**src/rtl/uart_rx_cfg.sv**
```systemverilog
// Parametrised UART receiver: oversampled, 3-sample majority vote, optional parity, 1-2 stop bits,
// valid/ready output with parity, framing and sticky overrun reporting.
module uart_rx_cfg #(
    parameter int unsigned DATA_BITS   = 8,
    parameter int unsigned OVERSAMPLE  = 16,
    parameter int unsigned PARITY      = 0,
    parameter int unsigned STOP_BITS   = 1,
    parameter int unsigned SYNC_STAGES = 2
) (
    input  logic                 Clock,
    input  logic                 Reset,
    input  logic                 tick,
    input  logic                 rx,
    output logic [DATA_BITS-1:0] data_out,
    output logic                 valid,
    input  logic                 ready,
    output logic                 parity_err,
    output logic                 frame_err,
    output logic                 overrun,
    output logic                 busy
);

    localparam int unsigned SW = $clog2(OVERSAMPLE);
    localparam int unsigned IW = (DATA_BITS > 1) ? $clog2(DATA_BITS) : 1;

    localparam logic [SW-1:0] MID_M1    = SW'(OVERSAMPLE / 2 - 1);
    localparam logic [SW-1:0] MID       = SW'(OVERSAMPLE / 2);
    localparam logic [SW-1:0] MID_P1    = SW'(OVERSAMPLE / 2 + 1);
    localparam logic [SW-1:0] LAST      = SW'(OVERSAMPLE - 1);
    localparam logic [IW-1:0] IDX_LAST  = IW'(DATA_BITS - 1);
    localparam logic          SIDX_LAST = 1'(STOP_BITS - 1);
    localparam logic          ODD_PAR   = (PARITY == 1);

    typedef enum logic [2:0] {
        S_ARM,
        S_IDLE,
        S_START,
        S_DATA,
        S_PARITY,
        S_STOP
    } state_t;

    state_t                 state;
    logic [SYNC_STAGES-1:0] sync_q;
    logic [SW-1:0]          scnt;
    logic [IW-1:0]          idx;
    logic                   sidx;
    logic [DATA_BITS-1:0]   shreg;
    logic [1:0]             smp_q;
    logic                   perr_q;
    logic                   ferr_q;

    logic rx_s_c;
    logic vote_c;
    logic vote_pt_c;
    logic bit_end_c;
    logic commit_c;
    logic accept_c;

    assign rx_s_c    = sync_q[SYNC_STAGES-1];
    assign vote_c    = (smp_q[0] & smp_q[1]) | (smp_q[0] & rx_s_c) | (smp_q[1] & rx_s_c);
    assign vote_pt_c = (scnt == MID_P1);
    assign bit_end_c = (scnt == LAST);
    assign commit_c  = tick && (state == S_STOP) && vote_pt_c && (sidx == SIDX_LAST);
    assign accept_c  = valid && ready;

    // rx synchroniser, idles high
    always_ff @(posedge Clock) begin
        if (Reset) begin
            sync_q <= '1;
        end else begin
            sync_q <= {sync_q[SYNC_STAGES-2:0], rx};
        end
    end

    // Receive FSM; advances only on tick cycles
    always_ff @(posedge Clock) begin
        if (Reset) begin
            state  <= S_ARM;
            scnt   <= '0;
            idx    <= '0;
            sidx   <= 1'b0;
            shreg  <= '0;
            smp_q  <= '0;
            perr_q <= 1'b0;
            ferr_q <= 1'b0;
            busy   <= 1'b0;
        end else if (tick) begin
            if (scnt == MID_M1) smp_q[0] <= rx_s_c;
            if (scnt == MID)    smp_q[1] <= rx_s_c;
            case (state)
                S_ARM: begin
                    if (rx_s_c) state <= S_IDLE;
                end
                S_IDLE: begin
                    if (!rx_s_c) begin
                        state  <= S_START;
                        scnt   <= '0;
                        idx    <= '0;
                        sidx   <= 1'b0;
                        shreg  <= '0;
                        perr_q <= 1'b0;
                        ferr_q <= 1'b0;
                        busy   <= 1'b1;
                    end
                end
                S_START: begin
                    scnt <= bit_end_c ? '0 : scnt + 1'b1;
                    if (vote_pt_c && vote_c) begin
                        state <= S_IDLE;
                        busy  <= 1'b0;
                    end else if (bit_end_c) begin
                        state <= S_DATA;
                    end
                end
                S_DATA: begin
                    scnt <= bit_end_c ? '0 : scnt + 1'b1;
                    if (vote_pt_c) shreg[idx] <= vote_c;
                    if (bit_end_c) begin
                        if (idx == IDX_LAST) begin
                            state <= (PARITY != 0) ? S_PARITY : S_STOP;
                        end else begin
                            idx <= idx + 1'b1;
                        end
                    end
                end
                S_PARITY: begin
                    scnt <= bit_end_c ? '0 : scnt + 1'b1;
                    if (vote_pt_c) perr_q <= vote_c ^ (^shreg) ^ ODD_PAR;
                    if (bit_end_c) state <= S_STOP;
                end
                S_STOP: begin
                    scnt <= bit_end_c ? '0 : scnt + 1'b1;
                    if (vote_pt_c) ferr_q <= ferr_q | ~vote_c;
                    // Commit mid-way through the last stop bit so a prompt next start edge is caught
                    if (vote_pt_c && (sidx == SIDX_LAST)) begin
                        state <= vote_c ? S_IDLE : S_ARM;
                        scnt  <= '0;
                        busy  <= 1'b0;
                    end else if (bit_end_c) begin
                        sidx <= sidx + 1'b1;
                    end
                end
                default: begin
                    state <= S_ARM;
                    busy  <= 1'b0;
                end
            endcase
        end
    end

    // Output holding register and handshake
    always_ff @(posedge Clock) begin
        if (Reset) begin
            data_out   <= '0;
            valid      <= 1'b0;
            parity_err <= 1'b0;
            frame_err  <= 1'b0;
            overrun    <= 1'b0;
        end else if (commit_c) begin
            if (!valid || ready) begin
                data_out   <= shreg;
                parity_err <= perr_q;
                frame_err  <= ferr_q | ~vote_c;
                valid      <= 1'b1;
                if (accept_c) overrun <= 1'b0;
            end else begin
                overrun <= 1'b1;
            end
        end else if (accept_c) begin
            valid   <= 1'b0;
            overrun <= 1'b0;
        end
    end

endmodule
```
**config.mk**
```make
export PLATFORM = sky130hd
export DESIGN_NAME = uart_rx_cfg
export DESIGN_NICKNAME = d
export VERILOG_FILES = /design/src/rtl/uart_rx_cfg.sv
export SDC_FILE = /design/constraint.sdc
export NUM_CORES = 1
export LEC_CHECK = 0
export ABC_AREA = 0
export CORE_ASPECT_RATIO = 0.6
export CORE_MARGIN = 10
export CORE_UTILIZATION = 49
export DETAILED_ROUTE_END_ITERATION = 8
export GPL_ROUTABILITY_DRIVEN = 1
export PLACE_DENSITY_LB_ADDON = 0.25
export SYNTH_ARGS = -nofsm -noshare
export SYNTH_HDL_FRONTEND = slang
export SYNTH_SLANG_ARGS = --single-unit
export TNS_END_PERCENT = 1
```
**constraint.sdc**
```tcl
create_clock -name Clock -period 1.5 [get_ports Clock]
set_input_delay 0.375 -clock Clock [delete_from_list [all_inputs] [get_ports Clock]]
set_output_delay 0.375 -clock Clock [all_outputs]
set_load 0.005 [all_outputs]
```
==> out/results.txt <==
status = finished with violations
failing checks = setup timing
Clock Tree Buf Depth = 2
number of buffers inserted by port buffering = 17
# diodes = 0
Worst-path clk slew = 0.08 ns
Final Hold Viols = 0
post-synth net total = 254
Worst slew margin = 71.6%
area leader, netlist = dfxtp_1
crit start category = flip-flop
TritonCTS clock tree = yes
Final Slew Violations = 0
sequential element share of the synthesized area = 37.4%
HP Class = reg -> reg
design area = 2770 um^2
antenna-violating nets left = 0
dpl cells = 338
Buf+Inv Stages, Crit Path = 1
DR DRC count = 0
Final #Nets = 305
EDFF count, synth = 0
Die H = 69.9 um
detailed placement HPWL = 3.76 mm
Tcrit/Tclk final = 110%
Peak Freq = 605 MHz
fill count = 325
Pleak = 1.20 nW
clock latency at the later pin of the worst-skew pair = 0.30 ns
Slowest-stage cell, CP = dfxtp_2
CP Max Fanout = 16
placed inst area = 2530 um^2
cts hold-fix bufs = 0
H-tree depth = 2
power per cell area = 852 nW/um^2
Area Growth Syn to Fin = 36.2%
maximum vdd drop = 597 uV
share of cells above drive strength 1 = 31.1%
Finish-stage setup viols = 25
Worst Slack Setup Final = -0.152 ns
vias in the first global route = 1857
Max Clock Skew = 0.00949 ns
core area = 4050 um^2
CP top delay family = simple AND/OR/NAND/NOR gates
Die X = 103 um
Root Buffer = clkbuf_8
WL final = 5.24 mm
Vias/cell = 5.46
main flop type after synthesis = dfxtp_1
DIE AREA = 7210 um^2
Clock Sinks = 38
initial antenna violation count = 0
Synth top area share = 37.4%
DRT iter0 DRCs = 98
initial core utilization = 50.1%
synth unique cells = 44
Avg Inst Size Synth = 8.33 um^2
top cells by area, synth = dfxtp_1 37%, a21oi_1 6.2%, mux2i_1 5.4%
CTS buffer count = 5
drt wl/cell = 15.1 um
Arr. time, crit path = 1.86 ns
routed via count = 1889
Setup Fix Bufs, Post-CTS = 0
Critical Path RT = 1.71 ns
RePlAce Congestion = 0.887
IO Count = 18
max-cap violation count = 0
unrepaired setup endpoints after global routing = yes
first-pass GRT wire length = 8.78 mm
min cycle time layout = 1.65 ns
Synth warnings = 0
Post-Syn Area = 2030 um^2
Layout Cells excl Fill = 346
post-synthesis cell count = 244
pin count of the biggest net entering global routing = 24
placement row count = 18
DR pass1 iterations = 4
Crit. End Element = flip-flop
critical path type = reg -> reg
Remaining Overflow, GRT = 0
CP cell instances = buf_4 -> nor2_2 -> a21oi_4 -> nor2_4 -> nand4_1 -> o32ai_2
ys async rst share = 0%
WHS = 0.412 ns
Worst-Margin Slew = 0.424 ns
GR Util All Layers = 15.1%
Seq cells post-synth = 38
slowest stage delay, CP = 0.36 ns
==> synthesized netlist by cell type (2+ instances only) <==
cell type and count:
a211o_1 3, a21oi_1 25, and2b_1 3, and3_1 2
buf_2 4, clkbuf_1 10, dfxtp_1 38, ha_1 5
inv_1 11, mux2i_1 11, nand2_1 11, nand2b_1 7
nand3_1 7, nand3b_1 3, nand4_1 4, nand4b_1 3
nor2_1 25, nor2b_1 5, nor3_1 8, nor3b_1 3
o21ai_0 18, o32ai_1 5, or2_2 5, or3_1 2
xnor2_1 7
==> worst reg2reg max path: cells and delay by family, from the launching register on <==
family                 cells  cell delay [ns]
AND/OR/NAND/NOR            3             0.63
AO/OA/AOI/OAI              2             0.36
flip-flops                 1             0.36
buffers and inverters      1             0.22
==> sequential cells by signal (all words and copies together) (netlist names) <==
signal	count
state	3
idx	3
valid	1
data_out	8
perr_q	1
parity_err	1
smp_q	2
ferr_q	1
shreg	8
sync_q	2
busy	1
scnt	4
sidx	1
frame_err	1
overrun	1
==> area by class of cell <==
cell class,count,area (um^2),area share (%)
clock buffers,6,82.6,2.98
repair buffers,60,483,17.5
clock inverters,2,60.1,2.17
multi-input cells,179,1270,45.8
well taps,50,62.6,2.26
flip-flops and latches,38,769,27.8
inverters,11,41.3,1.49
==> where the power goes <==
group / internal, W / switching [W] / leakage (nW)
Sequential: 0.00102 / 0.0000126 / 0.309
Combinational: 0.000108 / 0.000122 / 0.823
Clock: 0.000710 / 0.000387 / 0.0714
Total: 0.00184 / 0.000521 / 1.20
==> worst paths after layout <==
kind | startpoint | to | slack, ns | depth (start not counted)
worst max-delay path | state[1] | shreg[2] | -0.15 | 6
worst min-delay path | sync_q[0] | sync_q[1] | 0.41 | 1
worst min register to register | sync_q[0] | sync_q[1] | 0.41 | 1
worst max register to register | state[1] | shreg[2] | -0.15 | 6
==> layout by cell type (no fill, tap or decap), drive strengths merged, types with 2 or more instances in the layout <==
cell           Yosys  final
dfxtp             38     38
nand4b             4      4
inv               11     11
nand4              4      4
a211o              3      3
or3                2      2
nand3              7      7
bufinv             0      2
nand3b             4      4
nor2b              6      6
nor3               9      9
mux2i             11     11
nand2             11     11
nor3b              3      3
buf                6     43
ha                 5      5
and2b              3      3
nor2              25     25
or2                5      5
clkdlybuf4s50      0      3
clkbuf            10      6
o32ai              5      5
xnor2              7      7
o21ai             18     18
and3               2      2
dlygate4sd2        0     14
a21oi             25     25
nand2b             7      7
==> kinds of logic (layout without fill, tap and decap cells) <==
group / after synthesis / after routing / share of synthesized area (%)
fa+ha+maj: 6 / 6 / 3.57
mux: 11 / 11 / 5.42
flops: 38 / 38 / 37.4
simple gates: 94 / 94 / 26.7
xor+xnor: 8 / 8 / 3.45
buf+inv: 27 / 79 / 5.79
compound gates: 60 / 60 / 17.6
==> stage by stage <==
stage                     setup slack, ns  power [W]  utilization [%]  TNS [ns]
after global routing               -0.224    0.00244             68.3     -3.83
after CTS                          -0.136    0.00236             66.4     -1.66
after floorplan                   -0.0133    0.00117                -   -0.0301
final                              -0.152    0.00236             68.3     -1.46
after detailed placement           -0.481    0.00126             62.3    -11.31
after global placement             -0.388    0.00126             62.3     -8.95
==> layer usage <==
metal / up-vias / share of wire [%] / GRT usage, % / routed length, um
met1: 888 / 52 / 21.5 / 2750
li1: 959 / - / - / -
met4: 0 / 1.3 / 5.07 / 67
met5: - / 0 / 0 / 0
met3: 8 / 5.0 / 3.93 / 260
met2: 34 / 41 / 21.2 / 2160
==> repair_timing <==
action / in CTS / in global routing
endpoints found under the setup margin: 44 / 33
pin swaps: 1 / 17
resized for setup: 27 / 25
Power figures use the tool's default switching activity.
